[src/rtl/alu_pkg.sv]
// ============================================================================
//  Module      : alu_pkg
//  Description : Shared ALU datapath constants and saturation-bound helper.
//  Revision    : 1.0 - initial release
// ============================================================================
`default_nettype none

package alu_pkg;

    localparam logic ADD = 1'b0;
    localparam logic SUB = 1'b1;

    localparam int unsigned SAT_MAX_W = 128;

    // Signed MAX (neg=0) or MIN (neg=1) for a w-bit word, LSB-aligned.
    function automatic logic [SAT_MAX_W-1:0] sat_bound(input int unsigned w, input logic neg);
        logic [SAT_MAX_W-1:0] v;
        v = '0;
        for (int unsigned i = 0; i < SAT_MAX_W; i++) begin
            if (i + 1 < w) begin
                v[i] = ~neg;
            end else if (i + 1 == w) begin
                v[i] = neg;
            end
        end
        return v;
    endfunction

endpackage

`default_nettype wire

[src/rtl/seg_adder.sv]
// ============================================================================
//  Module      : seg_adder
//  Description : W-bit ripple adder segment exposing the carry into its MSB.
//  Revision    : 1.0 - initial release
// ============================================================================
`default_nettype none

module seg_adder #(
    parameter int W = 8
) (
    input  logic [W-1:0] a,
    input  logic [W-1:0] b,
    input  logic         cin,
    output logic [W-1:0] s,
    output logic         cout,
    output logic         c_msb_in
);

    logic [W:0] w_full;

    always_comb begin
        w_full = {1'b0, a} + {1'b0, b} + {{W{1'b0}}, cin};
    end

    assign s        = w_full[W-1:0];
    assign cout     = w_full[W];
    assign c_msb_in = a[W-1] ^ b[W-1] ^ w_full[W-1];

endmodule

`default_nettype wire

[src/rtl/pipelined_add_sub.sv]
// ============================================================================
//  Module      : pipelined_add_sub
//  Description : Segmented-carry pipelined add/sub with saturation and
//                valid/ready back-pressure.
//  Revision    : 1.0 - initial release
// ============================================================================
`default_nettype none

module pipelined_add_sub
    import alu_pkg::*;
#(
    parameter int WIDTH    = 32,
    parameter int SEGMENTS = 4
) (
    input  logic             clock,
    input  logic             reset,
    input  logic             in_valid,
    output logic             in_ready,
    input  logic [WIDTH-1:0] in1,
    input  logic [WIDTH-1:0] in2,
    input  logic             add_sub,
    input  logic             sat,
    output logic             out_valid,
    input  logic             out_ready,
    output logic [WIDTH-1:0] sum,
    output logic             c_out,
    output logic             ovf,
    output logic             zero
);

    localparam int SEG_W = WIDTH / SEGMENTS;

    if (SEGMENTS < 1 || (WIDTH % SEGMENTS) != 0) begin : g_bad_cfg
        $error("pipelined_add_sub: WIDTH must be a multiple of SEGMENTS and SEGMENTS >= 1");
    end

    logic             w_advance;
    logic             out_valid_q;
    logic [WIDTH-1:0] sum_q;
    logic             c_out_q;
    logic             ovf_q;
    logic             zero_q;

    assign w_advance = !out_valid_q || out_ready;

    for (genvar s = 0; s < SEGMENTS; s++) begin : g_stage
        // Operand bits still waiting for this and later stages.
        localparam int PIN = WIDTH - s * SEG_W;

        logic [PIN-1:0]             src_a;
        logic [PIN-1:0]             src_b;
        logic                       src_c;
        logic                       src_sat;
        logic                       src_z;
        logic                       src_v;
        logic [SEG_W-1:0]           seg_sum;
        logic                       seg_cout;
        logic                       seg_cmsb;
        logic [(s+1)*SEG_W-1:0]     res;

        if (s == 0) begin : g_src_in
            assign src_a   = in1;
            assign src_b   = (add_sub == SUB) ? ~in2 : in2;
            assign src_c   = add_sub;
            assign src_sat = sat;
            assign src_z   = 1'b1;
            assign src_v   = in_valid;
            assign res     = seg_sum;
        end else begin : g_src_prev
            assign src_a   = g_stage[s-1].g_mid.a_q;
            assign src_b   = g_stage[s-1].g_mid.b_q;
            assign src_c   = g_stage[s-1].g_mid.carry_q;
            assign src_sat = g_stage[s-1].g_mid.sat_q;
            assign src_z   = g_stage[s-1].g_mid.zacc_q;
            assign src_v   = g_stage[s-1].g_mid.valid_q;
            assign res     = {seg_sum, g_stage[s-1].g_mid.r_q};
        end

        seg_adder #(.W(SEG_W)) u_seg (
            .a        (src_a[SEG_W-1:0]),
            .b        (src_b[SEG_W-1:0]),
            .cin      (src_c),
            .s        (seg_sum),
            .cout     (seg_cout),
            .c_msb_in (seg_cmsb)
        );

        if (s < SEGMENTS - 1) begin : g_mid
            logic                   valid_q, valid_d;
            logic                   carry_q, carry_d;
            logic                   sat_q, sat_d;
            logic                   zacc_q, zacc_d;
            logic [PIN-SEG_W-1:0]   a_q, a_d;
            logic [PIN-SEG_W-1:0]   b_q, b_d;
            logic [(s+1)*SEG_W-1:0] r_q, r_d;
            logic                   unused_cmsb;

            assign unused_cmsb = seg_cmsb;

            always_comb begin
                valid_d = src_v;
                carry_d = seg_cout;
                sat_d   = src_sat;
                zacc_d  = src_z && (seg_sum == '0);
                a_d     = src_a[PIN-1:SEG_W];
                b_d     = src_b[PIN-1:SEG_W];
                r_d     = res;
            end

            always_ff @(posedge clock or posedge reset) begin
                if (reset) begin
                    valid_q <= 1'b0;
                    carry_q <= 1'b0;
                    sat_q   <= 1'b0;
                    zacc_q  <= 1'b0;
                    a_q     <= '0;
                    b_q     <= '0;
                    r_q     <= '0;
                end else if (w_advance) begin
                    valid_q <= valid_d;
                    carry_q <= carry_d;
                    sat_q   <= sat_d;
                    zacc_q  <= zacc_d;
                    a_q     <= a_d;
                    b_q     <= b_d;
                    r_q     <= r_d;
                end
            end
        end else begin : g_last
            logic             ovf_raw;
            logic             sat_hit;
            logic             out_valid_d;
            logic [WIDTH-1:0] sum_d;
            logic             c_out_d;
            logic             ovf_d;
            logic             zero_d;

            // Saturated values are never zero, so the accumulator only
            // decides when the raw sum passes through.
            always_comb begin
                ovf_raw     = seg_cmsb ^ seg_cout;
                sat_hit     = src_sat && ovf_raw;
                out_valid_d = src_v;
                c_out_d     = seg_cout;
                ovf_d       = ovf_raw;
                sum_d       = res;
                zero_d      = src_z && (seg_sum == '0);
                if (sat_hit) begin
                    sum_d  = WIDTH'(sat_bound(WIDTH, src_a[PIN-1]));
                    zero_d = 1'b0;
                end
            end

            always_ff @(posedge clock or posedge reset) begin
                if (reset) begin
                    out_valid_q <= 1'b0;
                    sum_q       <= '0;
                    c_out_q     <= 1'b0;
                    ovf_q       <= 1'b0;
                    zero_q      <= 1'b0;
                end else if (w_advance) begin
                    out_valid_q <= out_valid_d;
                    sum_q       <= sum_d;
                    c_out_q     <= c_out_d;
                    ovf_q       <= ovf_d;
                    zero_q      <= zero_d;
                end
            end
        end
    end

    assign in_ready  = w_advance;
    assign out_valid = out_valid_q;
    assign sum       = sum_q;
    assign c_out     = c_out_q;
    assign ovf       = ovf_q;
    assign zero      = zero_q;

endmodule

`default_nettype wire

[config.mk]
export PLATFORM = sky130hd
export DESIGN_NAME = pipelined_add_sub
export DESIGN_NICKNAME = d
export VERILOG_FILES = /design/src/rtl/alu_pkg.sv /design/src/rtl/seg_adder.sv /design/src/rtl/pipelined_add_sub.sv
export SDC_FILE = /design/constraint.sdc
export NUM_CORES = 1
export LEC_CHECK = 0
export CORE_ASPECT_RATIO = 0.8
export CORE_MARGIN = 4
export CORE_UTILIZATION = 35
export CTS_CLUSTER_DIAMETER = 120
export DETAILED_ROUTE_END_ITERATION = 10
export GPL_TIMING_DRIVEN = 0
export PLACE_DENSITY_LB_ADDON = 0.1
export SLEW_MARGIN = 20
export SYNTH_ARGS = -nofsm -noshare
export SYNTH_HDL_FRONTEND = slang
export SYNTH_SLANG_ARGS = --single-unit
export TNS_END_PERCENT = 50
[constraint.sdc]
create_clock -name clock -period 7.6 [get_ports clock]
set_input_delay 0.76 -clock clock [delete_from_list [all_inputs] [get_ports clock]]
set_output_delay 0.76 -clock clock [all_outputs]
set_load 0.005 [all_outputs]
==> After elaboration in Yosys (flattened, before gate mapping) <==
Cells that the tools add are included.
{ "classes": {"n_reduce_logical": 10, "eq_ne": 0, "magnitude_cmp": 0, "n_mux": 3, "multipliers": 0, "div": 0, "add_sub_neg": 8, "n_shift": 0, "bitwise_logic": 5} }
{ "ops": {"columns": ["cell", "n"], "rows": [
  ["32-bit two-way mux", 2],
  ["8-bit by 8-bit adder with 9-bit output", 4],
  ["9-bit by 1-bit adder with 9-bit output", 4],
  ["8-bit zero test", 4],
  ["32-bit NOT", 1],
  ["1-bit logical AND", 4],
  ["1-bit bitwise XOR", 3],
  ["1-bit zero test", 1],
  ["1-bit logical OR", 1],
  ["1-bit two-way mux", 1],
  ["1-bit NOT", 1]
]} }
{ "totals": {"mem_bits_ro": 0, "latch_bits": 0, "register_bits": 192, "mem_count": 0, "inputBits": 70, "ram_bits": 0, "elab_cells": 52} }

==> Depth between registers and ports, before layout <==
{ "depth": {"depth_word": 6, "mapped_depth": 10, "ltp_nobuf": 8} }

==> Modules after synthesis <==
Synthesis repeated with hierarchy kept, for this count alone.
{ "hier_totals": {"hier_cells": 1009, "hier_area_um2": 9007.4} }
{ "by_module_without_submodules": {"columns": ["module", "n_inst", "area_each_um2", "cells_each", "seq_area_each_um2"], "rows": [
  ["pipelined_add_sub", 1, 7626.1, 841, 4804.6],
  ["seg_adder at g_stage[0].u_seg ...", 2, 364.1, 43, 0.0],
  ["seg_adder at g_stage[2].u_seg ...", 2, 326.6, 41, 0.0]
]} }

==> Least setup slack after synthesis <==
OpenSTA, ideal clock, no wires.
{ "synth_timing": {"kind": "input port to flip-flop", "startpoint": "input port add_sub", "endpoint": "register g_stage[0].g_mid.zacc_q", "setup_slack_ns": 4.614, "stages": 10, "arrival_time_ns": 2.876, "setup_ns": 0.110, "path_buffers": 2, "path_cell_list": "clkbuf_1 > buf_1 > xor2_1 > fa_1 > a21o_1 > a21oi_1 > o21bai_1 > nand2_1 > a21oi_1 > o41ai_1"} }
{ "synth_via": {"elab_chain_len": 4} }
{ "synth_lines": {"columns": ["item", "line", "text"], "rows": [
  ["start: declaration", "pipelined_add_sub.sv:21", "input logic add_sub,"],
  ["32-bit two-way mux", "pipelined_add_sub.sv:63", "assign src_b = (add_sub == SUB) ? ~in2 : in2;"],
  ["8-bit by 8-bit adder with 9-bit output", "seg_adder.sv:22", "w_full = {1'b0, a} + {1'b0, b} + {{W{1'b0}}, cin};"],
  ["9-bit by 1-bit adder with 9-bit output (*)", "seg_adder.sv:22", null],
  ["8-bit zero test (*)", "pipelined_add_sub.sv:104", "zacc_d = src_z && (seg_sum == '0);"],
  ["end signal: assignment", "pipelined_add_sub.sv:123", "zacc_q <= zacc_d;"],
  ["end: declaration", "pipelined_add_sub.sv:92", "logic zacc_q, zacc_d;"]
]} }
Mark *: on every way between the ends. The rest lies on a longest branch, timed or not.
A chain may end at the register's enable or synchronous reset.

==> Worst setup path after layout <==
{ "layout_timing": {"startpoint": "input port out_ready", "endpoint": "output port in_ready"} }
{ "layout_via": {"elab_chain_len": 1} }
{ "layout_lines": {"columns": ["item", "line", "text"], "rows": [
  ["start: declaration", "pipelined_add_sub.sv:24", "input logic out_ready,"],
  ["1-bit logical OR", "pipelined_add_sub.sv:44", "assign w_advance = !out_valid_q || out_ready;"],
  ["end: declaration", "pipelined_add_sub.sv:18", "output logic in_ready,"]
]} }
Every way passes these cells.

==> metrics.md <==
| Metric | Value |
|---|---|
| Status | finished, final reports clean |
| Wire length of the first global-routing pass | 37300 µm |
| Worst setup path class | input port to output port |
| Max_slew headroom | 32.2% |
| Count of flip-flops with a built-in enable after synthesis | 0 |
| Startpoint kind of the worst setup timing path | input port |
| Final total negative setup slack | 0 ps |
| Critical hold path startpoint | g_stage[1].g_mid.a_q[14] |
| Post-Synthesis Net Count | 1051 |
| Number of nets with antenna violations after detailed routing | 0 |
| Later-pin clock latency in the skew report | 430 ps |
| Final Slew Violations | 0 |
| Hold depth | 2 |
| Post-synthesis async set-or-reset flop share | 100% |
| Final hold slack | 466 ps |
| Routing layer with the top usage in global route | met1 |
| Reg-to-reg endpoint | sum[7] |
| Height of the chip | 150 µm |
| R2R depth | 10 |
| Startpoint of the worst-slack reg-to-reg timing path | g_stage[2].g_mid.carry_q |
| Worst clock skew | 14.8 ps |
| Count of different cell masters after synthesis | 47 |
| Setup slack after placement | 3150 ps |
| Part of the cycle the worst path needs | 58.6% |
| Clock sink count | 192 |
| Die area | 27800 µm² |
| Type of destination of the critical path | output port |
| Leftover overflow at the end of global routing | 0 |
| Start point of the critical path | out_ready |
| Vias per cell | 4.71 |
| Starting DRC count in detailed routing | 306 |
| Total I/O pin count | 107 |
| Top_reg_cell synth | sky130_fd_sc_hd__dfrtp_1 |
| Post-cts gate resize count | 0 |
| Net switching power figure | 1.90 mW |
| Proportion of synthesized chip area in sequential cells | 54.5% |
| Required @ worst endpoint | 6840 ps |
| Post-synthesis instance area | 8810 µm² |
| Synth Warn # | 0 |
| Input/output buffers | 105 |
| Number of iterations in the first detailed-routing pass | 4 |
| Count of hold-fix buffers inserted at cts | 0 |
| Layout filler cell count | 2455 |
| Crit path setup slack, layout | 3150 ps |
| Post-DR wirelength/cell | 16.7 µm |
| Peak supply drop | 0.184 mV |
| Mean area per synthesized cell | 9.32 µm² |
| Fraction of post-synthesis cell area in the top cell type by area | 54.5% |
| Detailed-route DRC error count | 0 |
| Minimum period implied by the final worst setup slack | 4450 ps |
| Pin count of the biggest net entering global routing | 101 |
| Part of the power in the clock network | 20.3% |
| Tightest Pin Transition | 1020 ps |
| Part of the power in registers | 36.9% |
| Number of antenna cells inserted | 0 |
| Number of failing hold endpoints at the final stage | 0 |
| Leading cell types by total area after synthesis | sky130_fd_sc_hd__dfrtp_1, sky130_fd_sc_hd__nand2_1, sky130_fd_sc_hd__ha_1 |
| LEAKAGE | 5.12 nW |
| Clock Root Buffer | sky130_fd_sc_hd__clkbuf_16 |
| Number of H-tree levels | 4 |
| Worst-path fanout max | 10 |
| Setup Fix Bufs, Post-CTS | 0 |
| Total power per unit cell area | 441 nW/µm² |
| GR Util All Layers | 17.5% |
| Synthesized instance count | 946 |
| Total Nets Final | 1176 |
| Initial cell density of the core | 35.9% |
| Via total after detailed routing | 6599 |
| Count of maximum capacitance violations | 0 |
| Register-to-register path setup slack | 4600 ps |
| Global routing usage on met1 | 26.8% |
| Number of storage elements in the synthesis netlist | 192 |
| Internal power consumption | 2.93 mW |
| Area inside the core boundary | 24600 µm² |
| Std cell rows | 51 |
| Non-filler instance count after layout | 1402 |
| Cts bufs inserted | 17 |
| Layout Utilization | 44.5% |
| Met2 Track Usage GR | 25.7% |
| Switching part of the total power | 39.3% |
| Post-synthesis cell type with the largest combined area | sky130_fd_sc_hd__dfrtp_1 |
| Worst Hold Path EP | g_stage[2].g_mid.a_q[6] |
| Weighted congestion at the end of routability-driven global placement | 0.811 |
| Via count of the first global-routing pass | 6679 |
| Clock slew seen by the registers of the worst setup and hold paths | 70 ps |
| Initial antenna violation count | 0 |
| Portion of total power attributed to combinational logic | 42.7% |
| Routed wire length | 23400 µm |
| Layout overhead on the synthesized area | 24.1% |
| Final setup violation count | 0 |
| HPWL after detailed placement | 17400 µm |
| Cell total after placement | 1370 |
| Max frequency | 0.225 GHz |
| Kind of path behind the tightest hold check | register to register |
| Routing usage on met3 | 3.33% |
| Die boundary width | 185 µm |
| Clk buf depth | 2 |
| Clock tree from TritonCTS | done |
| Share of cells above drive strength 1 | 6.83% |
| Unrepaired setup endpoints after global routing | no |
| Arrival time of the worst setup path | 3690 ps |
-- power by group through the flow --
stage / combinational, mW / clock, mW / sequential, mW
2_1_floorplan: 1.38 / 0 / 1.69
3_3_place_gp: 2.05 / 0 / 1.80
3_5_place_dp: 2.08 / 0 / 1.80
4_1_cts: 2.09 / 0.998 / 1.78
5_1_grt: 2.33 / 1.05 / 1.84
6_report: 2.06 / 0.981 / 1.78
-- cells in the final DEF (no fill, tap or decap), types with 7 or more instances in the layout --
cell type                         Yosys  layout
sky130_fd_sc_hd__mux2_2               7       7
sky130_fd_sc_hd__ha_1                28      28
sky130_fd_sc_hd__clkdlybuf4s50_1      0     105
sky130_fd_sc_hd__fa_1                 7       7
sky130_fd_sc_hd__dfrtp_1            192     192
sky130_fd_sc_hd__o21ai_2             21      21
sky130_fd_sc_hd__xor2_1              19      19
sky130_fd_sc_hd__clkbuf_16            0      17
sky130_fd_sc_hd__xnor2_1             35      35
sky130_fd_sc_hd__nand2_1            390     390
sky130_fd_sc_hd__clkbuf_1            35      35
sky130_fd_sc_hd__o21ai_0             49      49
sky130_fd_sc_hd__a21o_1               7       7
sky130_fd_sc_hd__a21oi_1             22      22
sky130_fd_sc_hd__o22a_1               8       8
sky130_fd_sc_hd__o21bai_1             7       7
sky130_fd_sc_hd__nor2_1              53      53
-- logic make-up after synthesis --
kind of cell / Yosys count / synth area share, %
muxes: 9 / 1.18
DFF: 192 / 54.5
xor gates and xnor gates: 54 / 5.37
adders and majority gates: 35 / 5.57
buffers and inverters: 54 / 2.70
and+or+nand+nor: 468 / 20.7
AOI/OAI and AO/OA: 134 / 10.0
-- cells in the mapped netlist, types with 7 or more instances --
master / instances
sky130_fd_sc_hd__o21bai_1: 7
sky130_fd_sc_hd__nor2_1: 53
sky130_fd_sc_hd__inv_1: 7
sky130_fd_sc_hd__xnor2_1: 35
sky130_fd_sc_hd__ha_1: 28
sky130_fd_sc_hd__xor2_1: 19
sky130_fd_sc_hd__nand2_1: 390
sky130_fd_sc_hd__o22a_1: 8
sky130_fd_sc_hd__a21o_1: 7
sky130_fd_sc_hd__o21ai_0: 49
sky130_fd_sc_hd__dfrtp_1: 192
sky130_fd_sc_hd__fa_1: 7
sky130_fd_sc_hd__clkbuf_1: 35
sky130_fd_sc_hd__mux2_2: 7
sky130_fd_sc_hd__o21ai_2: 21
sky130_fd_sc_hd__a21oi_1: 22
-- layer usage --
layer	wire length (µm)	vias to the layer above
li1	-	3311
met2	9970	123
met1	12300	3150
met4	187	0
met5	0	-
met3	926	15
-- sequential cells by signal, indices dropped and copies added (netlist names) --
name                   count
g_stage.g_mid.a_q         48
g_stage.g_mid.b_q         48
g_stage.g_mid.r_q         48
sum                       32
g_stage.g_mid.carry_q      3
g_stage.g_mid.sat_q        3
g_stage.g_mid.valid_q      3
g_stage.g_mid.zacc_q       3
c_out                      1
out_valid                  1
ovf                        1
zero                       1
-- final cells by class --
type                            count  area (µm²)  share of cell area [%]
Clock buffer                       20         467                    4.27
Inverter                            7        33.8                   0.309
Multi-Input combinational cell    700        3770                    34.5
Buffer                             47         211                    1.93
Tap cell                          318         398                    3.64
Clock inverter                     12         173                    1.58
Sequential cell                   192        4800                    43.9
Timing Repair Buffer              106        1080                    9.86
-- worst max-delay path, stage by stage --
cell,delay (ps)
sky130_fd_sc_hd__clkdlybuf4s50_1,410
sky130_fd_sc_hd__nor2b_1,780
sky130_fd_sc_hd__buf_2,410
sky130_fd_sc_hd__inv_1,140
sky130_fd_sc_hd__clkbuf_1,290
sky130_fd_sc_hd__clkbuf_1,360
sky130_fd_sc_hd__clkdlybuf4s50_1,530
-- metrics by stage --
step | area (µm²) | power [mW]
4_1_cts | 10900 | 4.87
6_report | 10900 | 4.82
3_3_place_gp | 10300 | 3.85
2_1_floorplan | 8810 | 3.07
5_1_grt | 10900 | 5.21
3_5_place_dp | 10300 | 3.88
-- how the worst max path moves through the flow --
| stage | end | slack [ps] |
|---|---|---|
| 6_report | in_ready | 3150 |
| 3_5_place_dp | in_ready | 3150 |
| 3_3_place_gp | g_stage[0].g_mid.a_q[10] | -1280 |
| 5_1_grt | in_ready | 3060 |
| 4_1_cts | in_ready | 3140 |
| 2_1_floorplan | c_out | 1610 |
No activity file was read; power rests on OpenSTA's default activity.
